[config.mk]
export PLATFORM = sky130hd
export DESIGN_NAME = ram_arbiter
export DESIGN_NICKNAME = d
export VERILOG_FILES = /design/src/rtl/ram_arbiter.sv
export SDC_FILE = /design/constraint.sdc
export NUM_CORES = 1
export LEC_CHECK = 0
export CORE_MARGIN = 2
export CORE_UTILIZATION = 45
export DETAILED_ROUTE_END_ITERATION = 8
export DONT_BUFFER_PORTS = 1
export PLACE_DENSITY = 0.64
export SLEW_MARGIN = 5
export SYNTH_ARGS = -nofsm -noshare
export SYNTH_HDL_FRONTEND = slang
export SYNTH_SLANG_ARGS = --single-unit
[constraint.sdc]
create_clock -name clk -period 1.4 [get_ports clk]
set_input_delay 0.28 -clock clk [delete_from_list [all_inputs] [get_ports clk]]
set_output_delay 0.28 -clock clk [all_outputs]
set_load 0.01 [all_outputs]
[src/rtl/ram_arbiter.sv]
// ram_arbiter: round-robin arbiter and strobe sequencer that lets two
// requesters share the 16x4 single-port data RAM. Read data is captured
// into rdata and each completed op is acknowledged with a one-cycle done.
// Defining RAM_ARB_WR_VERIFY_EN adds a read-back check after every write
// and the wr_err output reporting a mismatch.

module ram_arbiter #(
    parameter int AW     = 4,
    parameter int DW     = 4,
    parameter int RD_LAT = 1
) (
    input  logic          clk,
    input  logic          rst,
    input  logic [1:0]    req,
    input  logic [1:0]    we,
    input  logic [AW-1:0] addr0,
    input  logic [AW-1:0] addr1,
    input  logic [DW-1:0] wdata0,
    input  logic [DW-1:0] wdata1,
    output logic [1:0]    gnt,
    output logic [1:0]    done,
    output logic [DW-1:0] rdata,
    output logic          mem_cs,
    output logic          mem_wrt,
    output logic          mem_rd,
    output logic [AW-1:0] mem_addr,
    output logic [DW-1:0] mem_din,
    input  logic [DW-1:0] mem_dout
`ifdef RAM_ARB_WR_VERIFY_EN
    ,
    output logic          wr_err
`endif
);

    // state  | meaning
    // IDLE   | waiting for req; arbitrate and latch the winner's op
    // ACCESS | single RAM strobe cycle (write or read)
    // WAIT   | RD_LAT cycles for read data; capture on the last one
    // VRD    | read-back strobe of the address just written (verify build)
    // VWAIT  | RD_LAT cycles for read-back data; compare on the last one
    // DONE   | done pulse to the winner, gnt still high, then IDLE

    typedef enum logic [2:0] {
        S_IDLE   = 3'd0,
        S_ACCESS = 3'd1,
        S_WAIT   = 3'd2,
        S_DONE   = 3'd3,
        S_VRD    = 3'd4,
        S_VWAIT  = 3'd5
    } state_t;

    // RD_LAT is at most 3, so the wait counter needs two bits
    localparam int            CW       = 2;
    localparam logic [CW-1:0] CNT_LOAD = CW'(RD_LAT - 1);

    state_t        state;
    logic          win;
    logic          last;
    logic          lat_we;
    logic [CW-1:0] cnt;
    logic          arb_win;
    logic [AW-1:0] sel_addr;
    logic [DW-1:0] sel_wdata;

    // Round-robin pick: a lone requester wins, a tie goes to the one not served last
    always_comb begin
        arb_win = req[1];
        if (req == 2'b11) begin
            arb_win = ~last;
        end
    end

    assign sel_addr  = arb_win ? addr1 : addr0;
    assign sel_wdata = arb_win ? wdata1 : wdata0;

    // done is the only unregistered output: decoded from DONE and the latched winner
    assign done = (state == S_DONE) ? (win ? 2'b10 : 2'b01) : 2'b00;

    // Sequencer: arbitration, RAM strobes, read capture and grant, all registered.
    // mem_addr/mem_din keep the latched op's values for the whole operation.
    always_ff @(posedge clk or negedge rst) begin
        if (!rst) begin
            state    <= S_IDLE;
            win      <= 1'b0;
            last     <= 1'b1;
            lat_we   <= 1'b0;
            cnt      <= '0;
            gnt      <= 2'b00;
            rdata    <= '0;
            mem_cs   <= 1'b0;
            mem_wrt  <= 1'b0;
            mem_rd   <= 1'b0;
            mem_addr <= '0;
            mem_din  <= '0;
`ifdef RAM_ARB_WR_VERIFY_EN
            wr_err   <= 1'b0;
`endif
        end else begin
            case (state)
                S_IDLE: begin
                    if (|req) begin
                        win      <= arb_win;
                        last     <= arb_win;
                        lat_we   <= we[arb_win];
                        gnt      <= arb_win ? 2'b10 : 2'b01;
                        mem_cs   <= 1'b1;
                        mem_wrt  <= we[arb_win];
                        mem_rd   <= ~we[arb_win];
                        mem_addr <= sel_addr;
                        if (we[arb_win]) begin
                            mem_din <= sel_wdata;
                        end
`ifdef RAM_ARB_WR_VERIFY_EN
                        wr_err   <= 1'b0;
`endif
                        state    <= S_ACCESS;
                    end
                end
                S_ACCESS: begin
                    mem_wrt <= 1'b0;
                    cnt     <= CNT_LOAD;
                    if (lat_we) begin
`ifdef RAM_ARB_WR_VERIFY_EN
                        mem_cs <= 1'b1;
                        mem_rd <= 1'b1;
                        state  <= S_VRD;
`else
                        mem_cs <= 1'b0;
                        mem_rd <= 1'b0;
                        state  <= S_DONE;
`endif
                    end else begin
                        mem_cs <= 1'b0;
                        mem_rd <= 1'b0;
                        state  <= S_WAIT;
                    end
                end
                S_WAIT: begin
                    if (cnt == '0) begin
                        rdata <= mem_dout;
                        state <= S_DONE;
                    end else begin
                        cnt <= cnt - 1'b1;
                    end
                end
`ifdef RAM_ARB_WR_VERIFY_EN
                S_VRD: begin
                    mem_cs <= 1'b0;
                    mem_rd <= 1'b0;
                    cnt    <= CNT_LOAD;
                    state  <= S_VWAIT;
                end
                S_VWAIT: begin
                    if (cnt == '0) begin
                        // mem_din still holds the written word
                        wr_err <= (mem_dout != mem_din);
                        state  <= S_DONE;
                    end else begin
                        cnt <= cnt - 1'b1;
                    end
                end
`endif
                S_DONE: begin
                    gnt   <= 2'b00;
                    state <= S_IDLE;
                end
                default: begin
                    gnt     <= 2'b00;
                    mem_cs  <= 1'b0;
                    mem_wrt <= 1'b0;
                    mem_rd  <= 1'b0;
                    state   <= S_IDLE;
                end
            endcase
        end
    end

endmodule

==> results_dict.tcl, run 1 <==
set metrics [dict create \
    avgSynthCellArea_um2 11.1 \
    seqPwrFrac_pct 37.8 \
    placement.io_buffers 0 \
    max-vdd-ir-drop_mv 1.24 \
    worstPathCellList "buf_6, ha_4, buf_6, and2_4" \
    synth_top_flop_cell "sky130_fd_sc_hd__dfrtp_1" \
    hpwlAfterDp_um 1780 \
    synth_enable_flop_cells 0 \
    final.fill_count 201 \
    place_worst_setup_slack_ns -0.0479 \
    layout_setup_ws_ns -0.135 \
    clock_insertion_delay_worst_skew_ns 0.32 \
    synth.area.top_cells "sky130_fd_sc_hd__dfrtp_1 47%, sky130_fd_sc_hd__mux2i_1 7.4%, sky130_fd_sc_hd__ha_1 6.1%, sky130_fd_sc_hd__mux2_2 3.7%, sky130_fd_sc_hd__nand2_1 3.7%" \
    worst-endpoint-required_ns 1.12 \
    run_status "complete, but fails checks" \
    critical-path-max-stage-delay_ns 0.41 \
    final.min_clock_period_ns 1.53 \
    cts_inserted_buffers 3 \
    grt_max_degree 25 \
    h_tree_levels 1 \
    cts_tree "done" \
    p_comb_share_pct 48.2 \
    synth_largest_area_cell "sky130_fd_sc_hd__dfrtp_1" \
    finalHoldWorstSlack_ns 0.0992 \
    worstPathArrival_ns 1.25 \
    detail_route.drc_violations 0 \
    worst_path_dominant_cell_family "flip-flops" \
    globalplace.congestion 0.816 \
    mostFrequentLayoutCells "22 x sky130_fd_sc_hd__dfrtp_1, 12 x sky130_fd_sc_hd__buf_4, 11 x sky130_fd_sc_hd__nand2_1" \
    power_switching_share_pct 38.7 \
    standard_cell_row_count 18 \
    leakagePower_nw 0.700 \
    cts.sink_count 24 \
    synth_async_sr_flop_share_pct 100 \
    worst_relative_slew_slack_pct 30.8 \
    design.core.area_mm2 0.00252 \
    totalWireLength_um 2720 \
    final_net_count 161 \
    vias_in_the_first_global_route 899 \
    post_route_clock_period_utilization_pct 110 \
    internal_power_mw 2.24 \
    clock-root-buffer "sky130_fd_sc_hd__clkbuf_4" \
    hp-class "input port to flip-flop" \
    cp_slowest_cell "sky130_fd_sc_hd__dfrtp_1" \
    detailed_routing_iterations_pass_1 4 \
    path_clk_slew_ns 0.14 \
    route.detailed.wl_per_inst_um 17.2 \
    finalHoldViolations 0 \
    critical_path.max_fanout 3 \
    synthesis.instances 110 \
    report.final.slew_viol_count 0 \
    number_of_antenna_violations_at_the_first_check_in_global_routing 0 \
    mappedNetlistNets 142 \
    most_frequent_cell_on_the_critical_path "sky130_fd_sc_hd__buf_6" \
    rsz_0062_raised_after_global_routing "true" \
    syn2layout_area_growth_pct 27.1 \
    ant_nets 0 \
    power.density_mw_per_mm2 2350 \
    netSwitchingPower_mw 1.41 \
    clock_tree.buffer_depth 2 \
    grt_overflow_total 0 \
    max_cap_viol_count 0 \
    synth.yosys.warnings 0 \
    synthDistinctLibCells 30 \
    path_class "flip-flop to output port" \
    grt_util_all_layers_pct 16.5 \
    utilization_pct 61.6 \
    die_w_um 56.1 \
    setup.worst_path.end_class "output port" \
    wire_length_of_the_first_global_routing_pass_um 4150 \
    syn-cell-area_mm2 0.00122 \
    critical_path.n_buffers_inverters 2 \
    die_y_um 56.1 \
    violations "setup timing" \
    number_of_top_level_pins 45 \
    viasPerCell 5.82 \
    layout-drive-gt1-share_pct 36.7 \
    yosysTopAreaCellShare_pct 47.1 \
    synth-seq-cells 24 \
    yosysSeqAreaShare_pct 49.2 \
    max_slew.worst_pin.slew_ns 1.04 \
    layout_commonest_cell "sky130_fd_sc_hd__dfrtp_1" \
    power.clock.fraction_pct 14.0 \
    diodes 0 \
    drt_first_iter_violations 24 \
    fp.dieArea_mm2 0.00315 \
    clock_skew_ns 0.00625 \
    num_vias 920 \
    setup_violations_final 4 \
    startpoint_kind_of_the_worst_setup_timing_path "flip-flop" \
    achievable-frequency_mhz 652 \
    start_util_pct 48.5 \
]
area by class of cell:
type | instances | area [µm²] | area share (%)
clock buffers | 3 | 22.5 | 1.45
clock inverters | 1 | 30.0 | 1.93
inverters | 6 | 22.5 | 1.45
multi-input cells | 75 | 669 | 43.1
flip-flops and latches | 24 | 603 | 38.8
well taps | 30 | 37.5 | 2.42
repair buffers | 19 | 169 | 10.9
routing by layer:
| metal | share of wire (%) | vias to the layer above | track usage (%) |
|---|---|---|---|
| met2 | 52 | 29 | 27.7 |
| met5 | 0 | - | 0 |
| met1 | 41 | 455 | 20.9 |
| met4 | 0.37 | 0 | 4.42 |
| li1 | - | 434 | - |
| met3 | 6.5 | 2 | 4.65 |
final timing paths:
check / start / end / slack [ns] / cells past startpoint
worst max-delay path: state[0]$_DFFE_PN0P_ / done[1] / -0.13 / 4
worst max register to register: state[0]$_DFFE_PN0P_ / state[0]$_DFFE_PN0P_ / -0.02 / 8
worst min-delay path: mem_dout[2] / rdata[2]$_DFFE_PN0P_ / 0.1 / 1
max in group asynchronous: rst / state[1]$_DFFE_PN0P_ / 0.52 / 1
worst min register to register: cnt[1]$_DFFE_PN0P_ / cnt[1]$_DFFE_PN0P_ / 0.53 / 2
min in group asynchronous: rst / cnt[0]$_DFFE_PN0P_ / 0.20 / 1
cell families (layout without fill, tap and decap cells):
kind of cell | after synthesis | count (layout) | synth area share [%]
flops | 24 | 24 | 49.2
compound gates | 35 | 36 | 20.8
simple gates | 19 | 19 | 6.76
buf+inv | 12 | 29 | 5.32
fa+ha+maj | 6 | 6 | 6.14
xor+xnor | 1 | 1 | 0.717
mux | 13 | 13 | 11.1
cell usage after synthesis, types with 2 or more instances:
master,number
sky130_fd_sc_hd__inv_1,6
sky130_fd_sc_hd__a21oi_1,2
sky130_fd_sc_hd__o21ai_0,6
sky130_fd_sc_hd__dfrtp_1,23
sky130_fd_sc_hd__a31oi_1,5
sky130_fd_sc_hd__nand2b_1,2
sky130_fd_sc_hd__buf_2,4
sky130_fd_sc_hd__mux2_2,4
sky130_fd_sc_hd__mux2i_1,9
sky130_fd_sc_hd__a21oi_2,4
sky130_fd_sc_hd__nor2_1,2
sky130_fd_sc_hd__a22o_1,5
sky130_fd_sc_hd__buf_6,2
sky130_fd_sc_hd__o21ai_1,4
sky130_fd_sc_hd__ha_1,6
sky130_fd_sc_hd__nand2_1,12
power by group through the flow:
stage | sequential (mW) | combinational (mW) | clock [mW]
6_report | 1.38 | 1.76 | 0.511
4_1_cts | 1.39 | 1.43 | 0.514
3_5_place_dp | 1.39 | 1.24 | 0
5_1_grt | 1.42 | 1.94 | 0.557
2_1_floorplan | 1.32 | 0.940 | 0
3_3_place_gp | 1.37 | 1.21 | 0
per-stage QoR:
| step | cell area (µm²) | setup TNS, ns | power (mW) | std cells |
|---|---|---|---|---|
| final | 1550 | -0.278 | 3.66 | 158 |
| after global routing | 1550 | -0.778 | 3.92 | 158 |
| after CTS | 1430 | -0.319 | 3.33 | 151 |
| after detailed placement | 1290 | -0.198 | 2.63 | 144 |
| after global placement | 1290 | -0.000145 | 2.58 | 144 |
| after floorplan | 1220 | 0 | 2.26 | 110 |
worst reg2reg max path, cell delays in order, from the launching register on:
cell and delay (ns):
sky130_fd_sc_hd__dfrtp_1 0.41, sky130_fd_sc_hd__buf_6 0.12, sky130_fd_sc_hd__buf_4 0.12, sky130_fd_sc_hd__buf_6 0.11
sky130_fd_sc_hd__ha_4 0.16, sky130_fd_sc_hd__a211oi_2 0.21, sky130_fd_sc_hd__nor2_1 0.06, sky130_fd_sc_hd__nand2_1 0.05
sky130_fd_sc_hd__o21ai_1 0.06
registers in the layout, summed over array words and instances (netlist names), 2 cells and up:
register / cells
state: 2
gnt: 2
mem_din: 4
cnt: 2
rdata: 4
mem_addr: 4
repair_timing:
item / CTS / global route
setup buffers: 2 / 6
hold buffers: 1 / 1
endpoints found under the setup margin: 12 / 46
pin swaps: 1 / 7
endpoints found under the hold margin: 24 / 1
resized for setup: 14 / 17
cloned: 0 / 1
No activity file was read; power rests on OpenSTA's default activity.
==> run 2: changes to the inputs <==
PLACE_DENSITY = 0.62   (was 0.64)
clock period = 1.5 ns   (was 1.4 ns; I/O delays follow)
==> run 2 against run 1 <==
The flow still finishes with violations (setup timing). Combinational power down 26%. Critical path depth unchanged. Largest cell class is now sequential cells. Worst hold slack worse by 0.062 ns. Clock skew down 0.0051 ns. First-iteration DRC count down 54%. Register-to-register slack better by 0.04 ns. Non-clock buffer count down 8. Die area unchanged. Clock-buffer cell count up 1. Critical endpoint unchanged. Global-route usage up 0.073 points. Sequential cell count unchanged.
==> results_dict.tcl, run 2 (synthesized netlist as in run 1, its figures left out) <==
set metrics [dict create \
    power.clock.fraction_pct 10.2 \
    number_of_antenna_violations_at_the_first_check_in_global_routing 0 \
    grt_max_degree 25 \
    cts_inserted_buffers 3 \
    standard_cell_row_count 18 \
    place_worst_setup_slack_ns 0.00377 \
    placement.io_buffers 0 \
    power.density_mw_per_mm2 2100 \
    worstHoldPathCells 1 \
    utilization_pct 54.6 \
    setup.worst_path.end_class "output port" \
    syn2layout_area_growth_pct 12.6 \
    clock-root-buffer "sky130_fd_sc_hd__clkbuf_4" \
    globalplace.congestion 0.746 \
    hp-class "input port to flip-flop" \
    totalWireLength_um 2470 \
    grt_overflow_total 0 \
    totalNegativeSetupSlack_ns -0.132 \
    startpoint_kind_of_the_worst_setup_timing_path "flip-flop" \
    layout_setup_ws_ns -0.0721 \
    h_tree_levels 1 \
    wire_length_of_the_first_global_routing_pass_um 4160 \
    final_net_count 152 \
    rr_worst_depth 6 \
    clock_insertion_delay_worst_skew_ns 0.31 \
    grt_util_all_layers_pct 16.6 \
    finish.instance_area_mm2 0.00138 \
    finalHoldViolations 0 \
    rr_endpoint "state[1]$_DFFE_PN0P_" \
    final.fill_count 232 \
    viasPerCell 5.64 \
    leakagePower_nw 0.623 \
    detailed_routing_iterations_pass_1 4 \
    power_switching_share_pct 40.8 \
    seqPwrFrac_pct 44.7 \
    report.final.slew_viol_count 0 \
    max-vdd-ir-drop_mv 1.18 \
    vias_in_the_first_global_route 878 \
    design.core.area_mm2 0.00252 \
    clock_tree.buffer_depth 2 \
    layout-drive-gt1-share_pct 24.4 \
    max_cap_viol_count 0 \
    clock_skew_ns 0.00110 \
    cts_tree "done" \
    die_w_um 56.1 \
    number_of_top_level_pins 45 \
    final.min_clock_period_ns 1.57 \
    worstSetupStartpoint "state[0]$_DFFE_PN0P_" \
    worst-endpoint-required_ns 1.20 \
    route.detailed.wl_per_inst_um 16.6 \
    setup_violations_final 2 \
    detail_route.drc_violations 0 \
    worstPathArrival_ns 1.27 \
    drt_first_iter_violations 11 \
    mostFrequentLayoutCells "23 x sky130_fd_sc_hd__dfrtp_1, 12 x sky130_fd_sc_hd__nand2_1, 9 x sky130_fd_sc_hd__mux2i_1" \
    fp.dieArea_mm2 0.00315 \
    hpwlAfterDp_um 1870 \
    max_slew.worst_pin.slew_ns 1.05 \
    critical_path.reg2reg.startpoint "state[0]$_DFFE_PN0P_" \
    diodes 0 \
    netSwitchingPower_mw 1.18 \
    cts.sink_count 24 \
    num_vias 840 \
    rsz_0062_raised_after_global_routing "true" \
    layout_commonest_cell "sky130_fd_sc_hd__dfrtp_1" \
    top_regs "mem_addr x4, mem_din x4, rdata x4" \
    start_util_pct 48.5 \
    path_clk_slew_ns 0.13 \
    run_status "complete, but fails checks" \
    hp-start "req[0]" \
    critical_path.max_fanout 3 \
    internal_power_mw 1.71 \
    post_route_clock_period_utilization_pct 105 \
    r2r_setup_slack_ns 0.02 \
    die_y_um 56.1 \
    min_to "last$_DFFE_PN1P_" \
    path_class "flip-flop to output port" \
    ant_nets 0 \
    post_dp_cell_area_mm2 0.00128 \
    worst_relative_slew_slack_pct 29.7 \
    violations "setup timing" \
    achievable-frequency_mhz 636 \
    p_comb_share_pct 45.1 \
]
==> run 2: layout make-up <==
class / instances / area (µm²) / area share (%)
Inverter: 6 / 22.5 / 1.64
Tap cell: 30 / 37.5 / 2.73
Sequential cell: 24 / 602 / 43.7
Multi-Input combinational cell: 74 / 596 / 43.3
Clock buffer: 4 / 26.3 / 1.91
Timing Repair Buffer: 11 / 92.6 / 6.73
==> run 2: worst max path at each step <==
stage | endpoint | slack, ns | cells past startpoint
2_1_floorplan | lat_we$_DFFE_PN0P_ | 0.06 | 6
3_3_place_gp | win$_DFFE_PN0P_ | 0.09 | 5
3_5_place_dp | win$_DFFE_PN0P_ | 0.004 | 5
4_1_cts | done[1] | -0.07 | 4
5_1_grt | done[1] | -0.11 | 4
6_report | done[1] | -0.07 | 4
==> run 2: repair_timing <==
item | in CTS | in global routing
endpoints found under the setup margin | 3 | 12
hold buffers | 1 | 0
gates resized for setup | 9 | 1
buffers inserted | 2 | 0
hold endpoints to repair | 24 | 0
==> run 2: per-stage QoR <==
stage | instances | total power [mW] | hold WS (ns)
after floorplan | 110 | 2.10 | 0.00441
after global placement | 142 | 2.34 | 0.00525
after detailed placement | 142 | 2.42 | 0.00526
after CTS | 149 | 2.90 | 0.0300
after global routing | 149 | 3.12 | 0.0303
final | 149 | 2.89 | 0.0369
==> run 2: per-layer routing <==
| layer | share of wire (%) | wire length (µm) | vias up | global-route usage, % |
|---|---|---|---|---|
| met3 | 3.9 | 97 | 2 | 3.02 |
| met1 | 42 | 1030 | 410 | 21.1 |
| met2 | 54 | 1330 | 18 | 29.1 |
| li1 | - | - | 410 | - |
| met5 | 0 | 0 | - | 0 |
| met4 | 0.65 | 16 | 0 | 4.08 |
==> run 2: worst max-delay path, cell delays in order, from the launching register on <==
cell                      delay (ns)
sky130_fd_sc_hd__dfrtp_1        0.43
sky130_fd_sc_hd__buf_6          0.13
sky130_fd_sc_hd__ha_4           0.16
sky130_fd_sc_hd__buf_6          0.11
sky130_fd_sc_hd__and2_4         0.14
==> run 2: power by group through the flow <==
stage	sequential [mW]	clock, mW	combinational (mW)
2_1_floorplan	1.23	0	0.867
3_3_place_gp	1.28	0	1.07
3_5_place_dp	1.29	0	1.13
4_1_cts	1.29	0.304	1.30
5_1_grt	1.33	0.328	1.47
6_report	1.29	0.294	1.30
==> run 3: changes to the inputs <==
SLEW_MARGIN = default   (was 5)
==> results of run 3 <==
The final DEF is identical to that of run 2; final timing and power are the same.
